--- config.mk ---
export PLATFORM = sky130hd
export DESIGN_NAME = umi_pack_stream
export DESIGN_NICKNAME = d
export VERILOG_FILES = /design/src/rtl/umi_pkg.sv /design/src/rtl/umi_decode.sv /design/src/rtl/umi_pack_fifo.sv /design/src/rtl/umi_pack_stream.sv
export SDC_FILE = /design/constraint.sdc
export NUM_CORES = 2
export LEC_CHECK = 0
export BUFFER_PORTS_ARGS = -buffer_cell sky130_fd_sc_hd__buf_4
export CORE_MARGIN = 2
export CORE_UTILIZATION = 58
export DETAILED_ROUTE_END_ITERATION = 16
export GPL_TIMING_DRIVEN = 0
export PLACE_DENSITY = 0.81
export SETUP_SLACK_MARGIN = 0.3
export SLEW_MARGIN = 20
export SYNTH_ARGS = -nofsm -noshare
export SYNTH_HDL_FRONTEND = slang
export SYNTH_HIERARCHICAL = 1
export SYNTH_SLANG_ARGS = --single-unit
--- constraint.sdc ---
create_clock -name clk -period 48.9 [get_ports clk]
set_input_delay 7.335 -clock clk [delete_from_list [all_inputs] [get_ports clk]]
set_output_delay 7.335 -clock clk [all_outputs]
set_load 0.01 [all_outputs]
--- src/rtl/umi_pkg.sv ---
// Shared UMI definitions: command field layout, header slot positions,
// the packer FSM state type and a command builder.
package umi_pkg;

    localparam int UMI_CMD_W  = 32;
    localparam int OPCODE_LSB = 0;
    localparam int OPCODE_W   = 8;
    localparam int SIZE_LSB   = 8;
    localparam int SIZE_W     = 4;
    localparam int USER_LSB   = 12;
    localparam int USER_W     = 20;

    // Opcode value decoded as a read request.
    localparam logic [OPCODE_W-1:0] UMI_OP_READ = 8'h02;

    // Data is rotated by this many bits to open the header slots at the bottom.
    localparam int UMI_ROT     = 96;
    localparam int HDR_CMD_LSB = 0;
    localparam int HDR_DST_LSB = 32;
    localparam int HDR_SRC_LSB = 64;

    typedef enum logic {
        IDLE,
        BURST
    } state_t;

    function automatic logic [UMI_CMD_W-1:0] umi_cmd(
        input logic [OPCODE_W-1:0] opcode,
        input logic [SIZE_W-1:0]   size,
        input logic [USER_W-1:0]   user
    );
        return {user, size, opcode};
    endfunction

endpackage

--- src/rtl/umi_decode.sv ---
// UMI command decoder.
// Ports: cmd (32-bit command word) -> cmd_read (command is a read request).
module umi_decode
    import umi_pkg::*;
(
    input  logic [UMI_CMD_W-1:0] cmd,
    output logic                 cmd_read
);

    // Only the opcode matters for the read decode; size/user are ignored.
    logic unused_fields;

    assign cmd_read      = (cmd[OPCODE_LSB +: OPCODE_W] == UMI_OP_READ);
    assign unused_fields = ^cmd[UMI_CMD_W-1:OPCODE_W];

endmodule

--- src/rtl/umi_pack_fifo.sv ---
// Synchronous FIFO with an explicit occupancy count.
// Ports: clk, reset (async, active high), push/push_data/full on the write
// side, pop/pop_data/empty on the read side. pop_data shows the head entry.
// Push while full and pop while empty are ignored.
module umi_pack_fifo #(
    parameter int DW    = 257,
    parameter int DEPTH = 4
) (
    input  logic          clk,
    input  logic          reset,
    input  logic          push,
    input  logic [DW-1:0] push_data,
    output logic          full,
    input  logic          pop,
    output logic [DW-1:0] pop_data,
    output logic          empty
);

    localparam int PTR_W = $clog2(DEPTH);
    localparam int CNT_W = PTR_W + 1;
    localparam logic [PTR_W-1:0] PTR_ONE = 1;
    localparam logic [CNT_W-1:0] CNT_ONE = 1;
    localparam logic [CNT_W-1:0] CNT_MAX = CNT_W'(DEPTH);

    logic [DW-1:0]    mem [DEPTH];
    logic [PTR_W-1:0] wr_ptr, rd_ptr;
    logic [CNT_W-1:0] count;
    logic             do_push, do_pop;

    assign full     = (count == CNT_MAX);
    assign empty    = (count == '0);
    assign do_push  = push && !full;
    assign do_pop   = pop && !empty;
    assign pop_data = mem[rd_ptr];

    always_ff @(posedge clk or posedge reset) begin
        if (reset) begin
            for (int i = 0; i < DEPTH; i++) mem[i] <= '0;
            wr_ptr <= '0;
            rd_ptr <= '0;
            count  <= '0;
        end else begin
            if (do_push) begin
                mem[wr_ptr] <= push_data;
                wr_ptr      <= wr_ptr + PTR_ONE;
            end
            if (do_pop) rd_ptr <= rd_ptr + PTR_ONE;
            case ({do_push, do_pop})
                2'b10:   count <= count + CNT_ONE;
                2'b01:   count <= count - CNT_ONE;
                default: count <= count;
            endcase
        end
    end

endmodule

--- src/rtl/umi_pack_stream.sv ---
// Streaming UMI packer. A transaction arrives as a valid/ready beat stream
// (header beat first, then burst data); each beat becomes one formatted UMI
// packet in a DEPTH-entry output FIFO.
// Ports: clk, reset; in_* beat stream with header fields; out_valid/out_ready/
// out_packet/out_last packet stream; err_clear/err_overrun sticky error for a
// transaction that reached MAXBEATS without in_last.
module umi_pack_stream
    import umi_pkg::*;
#(
    parameter int AW       = 64,
    parameter int PW       = 256,
    parameter int DEPTH    = 4,
    parameter int MAXBEATS = 16
) (
    input  logic          clk,
    input  logic          reset,
    input  logic          in_valid,
    output logic          in_ready,
    input  logic [7:0]    in_opcode,
    input  logic [3:0]    in_size,
    input  logic [19:0]   in_user,
    input  logic [AW-1:0] in_dstaddr,
    input  logic [AW-1:0] in_srcaddr,
    input  logic [PW-1:0] in_data,
    input  logic          in_last,
    output logic          out_valid,
    input  logic          out_ready,
    output logic [PW-1:0] out_packet,
    output logic          out_last,
    input  logic          err_clear,
    output logic          err_overrun
);

    localparam int CNT_W = $clog2(MAXBEATS + 1);
    localparam logic [CNT_W-1:0] CNT_ONE  = 1;
    localparam logic [CNT_W-1:0] LAST_CNT = CNT_W'(MAXBEATS - 1);

    state_t               state;
    logic [CNT_W-1:0]     beat_cnt;
    logic [UMI_CMD_W-1:0] cmd;
    logic                 cmd_read;
    logic [63:0]          dst64, src64;
    logic [PW-1:0]        rot, hdr;
    logic                 in_fire, overrun, push_last, full, empty;

    assign cmd   = umi_cmd(in_opcode, in_size, in_user);
    assign dst64 = 64'(in_dstaddr);
    assign src64 = 64'(in_srcaddr);
    assign rot   = {in_data[PW-UMI_ROT-1:0], in_data[PW-1:PW-UMI_ROT]};

    umi_decode u_decode (
        .cmd      (cmd),
        .cmd_read (cmd_read)
    );

    always_comb begin
        hdr = rot;
        hdr[HDR_CMD_LSB +: 32] = cmd;
        hdr[HDR_DST_LSB +: 32] = dst64[31:0];
        hdr[HDR_SRC_LSB +: 32] = src64[31:0];
        if (AW == 64) begin
            hdr[PW-1 -: 32] = dst64[63:32];
            if (cmd_read) hdr[PW-33 -: 32] = src64[63:32];
        end
    end

    // No pass-through path: a full buffer stalls input regardless of out_ready.
    assign in_ready = !full && !reset;
    assign in_fire  = in_valid && in_ready;

    // Compared against the pre-increment count: the beat that would be the
    // MAXBEATS-th of the transaction is forced to close it.
    assign overrun   = (state == BURST) && !in_last && (beat_cnt == LAST_CNT);
    assign push_last = in_last || overrun;

    always_ff @(posedge clk or posedge reset) begin
        if (reset) begin
            state       <= IDLE;
            beat_cnt    <= '0;
            err_overrun <= 1'b0;
        end else begin
            if (in_fire) begin
                if (state == IDLE) begin
                    if (!in_last) begin
                        state    <= BURST;
                        beat_cnt <= CNT_ONE;
                    end
                end else if (push_last) begin
                    state    <= IDLE;
                    beat_cnt <= '0;
                end else begin
                    beat_cnt <= beat_cnt + CNT_ONE;
                end
            end
            if (in_fire && overrun) err_overrun <= 1'b1;
            else if (err_clear)     err_overrun <= 1'b0;
        end
    end

    umi_pack_fifo #(
        .DW    (PW + 1),
        .DEPTH (DEPTH)
    ) u_fifo (
        .clk       (clk),
        .reset     (reset),
        .push      (in_fire),
        .push_data ({push_last, (state == IDLE) ? hdr : rot}),
        .full      (full),
        .pop       (out_valid && out_ready),
        .pop_data  ({out_last, out_packet}),
        .empty     (empty)
    );

    assign out_valid = !empty;

endmodule

; ---- After elaboration in Yosys (flattened, before gate mapping)
; Index checks and enable logic that the tools add are counted.
[classes]
add_sub_neg = 5
magnitude_cmp = 3
n_eq_ne = 6
n_mux = 17
bitwise_logic = 2
reduce_logical = 18
[op_table]
columns = cell, count
row1 = $bwmux 1028, 1
row2 = $mux 257, 3
row3 = $bmux 257 s2, 1
row4 = $demux 257 s2, 1
row5 = $mux 256, 1
row6 = $mux 32, 1
row7 = $mux 5, 3
row8 = $logic_and 1x1->1, 9
row9 = $eq 8x2->1 const B, 1
row10 = $ge 3x3->1 const B, 2
row11 = $not 2->3, 2
row12 = $pmux 3 s2, 1
row13 = $add 5x1->5 const B, 1
row14 = $eq 5x4->1 const B, 1
row15 = $mux 1, 5
row16 = $add 2x1->2 const B, 2
row17 = $logic_not 1->1, 4
row18 = $reduce_bool 2->1, 2
row19 = $add 3x1->3 const B, 1
row20 = $eq 3x3->1 const B, 1
row21 = $logic_not 3->1, 1
row22 = $lt 3x1->1 const B, 1
row23 = $sub 3x1->3 const B, 1
row24 = $eq 2x1->1 const B, 1
row25 = other kinds (4), 4
[totals]
register_bits = 1042

; ---- Depth between registers and ports, before layout
[logic_depth]
ltp_word = 7
ltp_mapped = 10

; ---- Cells and area by module
; Netlist, hierarchy kept.
[by_module_without_submodules]
columns = module, instances, cells_each, area_per_inst_um2, seq_area_each_um2
row1 = umi_pack_fifo, 1, 2524, 44547.7, 25899.8
row2 = umi_pack_stream, 1, 223, 2334.7, 175.2
row3 = umi_decode, 1, 3, 20.0, 0.0

; ---- Worst setup path after synthesis
; OpenSTA, ideal clock, no wires.
[synth_path]
kind = input -> output
from = in reset
to = out in_ready
arrival_ns = 7.504
setup_slack_ns = 34.061
path_stages = 1
cell_sequence = nor2_1
[synth_between]
elab_chain_cells = 2
[synth_rtl]
columns = item, line
row1 = start: declaration, umi_pack_stream.sv:16  ; input logic reset,
row2 = $logic_not 1->1 (no source line), -
row3 = $logic_and 1x1->1, umi_pack_stream.sv:68  ; assign in_ready = !full && !reset;
row4 = end: declaration, umi_pack_stream.sv:18  ; output logic in_ready,
; Every way passes these cells.

; ---- Worst setup path in the final report
; Ends and elaborated chain as after synthesis.

==> run summary <==
- **setup repair after global routing missed its margin** false
- **type of element capturing the critical path** primary output
- **most common cell after layout, fill and taps aside** mux2_2
- **switching component of the power** 1.37 mW
- **Max Transition Viols Final** 0
- **final hold vios** 0
- **most used flip-flop cell after synthesis** dfrtp_1
- **crit path DAT** 7.85 ns
- **starting DRC count in detailed routing** 1543
- **switching share of total power** 32.9%
- **Worst R2R Setup Slack** 46.11 ns
- **CTS root buffer** clkbuf_16
- **total chip power** 4.18 mW
- **number of levels in the clock H-tree** 3
- **Slew @ Worst Pin** 1.06 ns
- **fraction of final layout cells with drive strength greater than 1** 68.1%
- **Fill cells** 5058
- **remaining global-route overflow** 0
- **Floorplan Core Area** 80300 sq um
- **global router's overall resource usage** 29.5%
- **CTS hold repair buffers** 0
- **EDFF count, synth** 0
- **share of the cycle needed by the critical path after routing** 31.1%
- **Final WS setup** 33.71 ns
- **Clock transition at path regs** 0.06 ns
- **DRC violations left** 0
- **Port-buffer cells** 681
- **netlist area before placement** 46900 sq um
- **worst max-slew margin expressed relative to the limit** 29.6%
- **required time of the critical path** 41.56 ns
- **register bit count reported by yosys** 1042
- **total number of yosys warnings** 6
- **Logic pwr share** 44.7%
- **maximum resistive drop on vdd** 0.0399 mV
- **Chip Height** 288 um
- **cts bufs inserted** 104
- **placed wire-length estimate after detailed placement** 89.2 mm
- **routability congestion estimate from global placement** 0.853
- **post-CTS setup repair buffer count** 0
- **sequential standard cell area** 26100 sq um
- **maximum clock frequency** 65.8 MHz
- **post-route ant nets** 0
- **hold depth** 1
- **pin count of the biggest net entering global routing** 121
- **width of the die** 288 um
- **Hold/Removal Path Class** reg -> reg
- **routed wire length per instance** 26.2 um
- **effective utilization at floorplan** 58.4%
- **vias in the first global route** 31200
- **result of the run** finished clean
- **antenna violations before repair** 5
- **register area share after synthesis** 55.6%
- **final layout net count** 3977
- **nature of the critical path startpoint** input port
- **drt first pass iters** 5
- **leakage** 25.1 nW
- **Power Internal** 2.81 mW
- **Final setup viols** 0
- **count of mapped cells out of synthesis** 2750
- **P per Cell Area** 73.3 nW/um^2
- **Avg Synthesized Cell Area** 17.1 sq um
- **CTS resizes** 0
- **clock network fraction of total power** 18.9%
- **most used cells in the layout excluding fill and tap cells** 1188 x mux2_2, 1042 x dfrtp_1, 733 x buf_4
- **area occupied by multi-input gates** 19600 sq um
- **vias per std cell** 5.94
- **Ports** 682
- **count of distinct cell types in the synthesized netlist** 41
- **maxcap violations** 0
- **total wirelength of the detailed-routed design** 123 mm
- **wire length of the first global-routing pass** 185 mm
- **start-to-end type of the worst setup path** in -> out
- **maximum clock insertion buffer count** 3
- **hold_ws** 0.500 ns
- **Sinks on Clock Net** 1042
- **vias** 27900
- **clock insertion delay at the later pin of the skew report** 0.67 ns
- **full die area** 83200 sq um
- **post-synth net total** 3180
- **largest clock skew in the final design** 0.0160 ns
- **share of synthesized registers carrying an async set or reset** 100%
- **final critical path time including I/O delays and setup** 15.19 ns
- **critical-path maximum fanout** 5
- **total negative slack** 0 ns
- **depth of the most critical reg-to-reg path** 8
- **Area Growth Syn to Fin** 21.6%
- **number of cell rows** 104
- **proportion of power drawn by flip-flops and latches** 36.4%
- **worst setup slack after placement** 33.69 ns
- **clock tree from TritonCTS** done
[final timing paths]
path,from,to
worst max-delay path,reset,in_ready
worst min-delay path,u_fifo/mem[167]$_DFFE_PP0P_,u_fifo/mem[167]$_DFFE_PP0P_
max in group asynchronous,reset,u_fifo/mem[848]$_DFFE_PP0P_
min in group asynchronous,reset,err_overrun$_DFFE_PP0P_
worst max register to register,u_fifo/count[2]$_DFFE_PP0P_,u_fifo/mem[368]$_DFFE_PP0P_
worst min register to register,u_fifo/mem[167]$_DFFE_PP0P_,u_fifo/mem[167]$_DFFE_PP0P_
[layer usage]
layer / vias up / GRT usage [%] / part of all wire, %
met5: - / 0 / 0.038
met2: 803 / 51.3 / 52
met1: 14900 / 36.5 / 38
met3: 215 / 6.60 / 6.3
met4: 6 / 10.6 / 3.5
li1: 11900 / - / -
[critical path: stages]
cell and delay, ns:
buf_4 0.15, nor2_1 0.20, buf_4 0.17
[flip-flops by register name, summed over array words and instances, names as in the netlist]
name / flops
u_fifo/rd_ptr: 2
u_fifo/count: 3
u_fifo/mem: 1028
state: 1
u_fifo/wr_ptr: 2
err_overrun: 1
beat_cnt: 5
[cell type report]
type | count | area share, %
clock inverters | 30 | 0.684
multi-input cells | 1506 | 34.4
inverters | 13 | 0.101
repair buffers | 691 | 9.44
diodes | 4 | 0.0175
plain buffers | 189 | 1.98
flip-flops and latches | 1042 | 45.7
well taps | 1060 | 2.32
clock buffers | 153 | 5.31
[cell usage after synthesis, types with 2 or more instances]
cell type	count	area [sq um]
mux2_2	1188	13400
dfrtp_1	1042	26100
mux4_2	257	5790
buf_2	98	490
buf_4	52	390
buf_1	17	63.8
buf_6	14	158
inv_1	12	45.0
clkbuf_1	8	30.0
ha_1	7	87.6
nand2_1	7	26.3
nor2_1	5	18.8
nor2_2	4	25.0
nand2b_1	3	18.8
xnor2_1	3	26.3
xor2_1	3	26.3
and3_1	2	12.5
mux2_1	2	22.5
nor2b_1	2	12.5
nor3_1	2	10.0
o2bb2ai_1	2	17.5
[power by group through the flow]
stage / Clock, mW / Combinational [mW] / Sequential, mW
floorplan: 0 / 1.19 / 1.46
global placement: 0 / 1.82 / 1.49
detailed placement: 0 / 1.88 / 1.53
CTS: 0.804 / 1.89 / 1.52
global route: 0.841 / 1.98 / 1.57
finish: 0.790 / 1.87 / 1.52
[per-stage QoR]
stage	cell area (sq um)	utilization, %	cells
detailed placement	53600	66.8	4501
finish	57100	71.1	4688
global route	57000	71.1	4686
global placement	53300	66.4	4491
CTS	57000	71.0	4684
floorplan	46900	-	2750
[cell families (layout without fill, tap and decap cells)]
| logic type | Yosys count | count (layout) | synth area share, % |
|---|---|---|---|
| and+or+nand+nor | 34 | 34 | 0.446 |
| buffers and inverters | 202 | 1076 | 2.52 |
| adders and majority gates | 8 | 8 | 0.229 |
| xor gates and xnor gates | 6 | 6 | 0.112 |
| muxes | 1448 | 1448 | 40.9 |
| AOI/OAI and AO/OA | 10 | 10 | 0.165 |
| other | 0 | 4 | 0 |
| DFF | 1042 | 1042 | 55.6 |
Power figures use the tool's default switching activity.
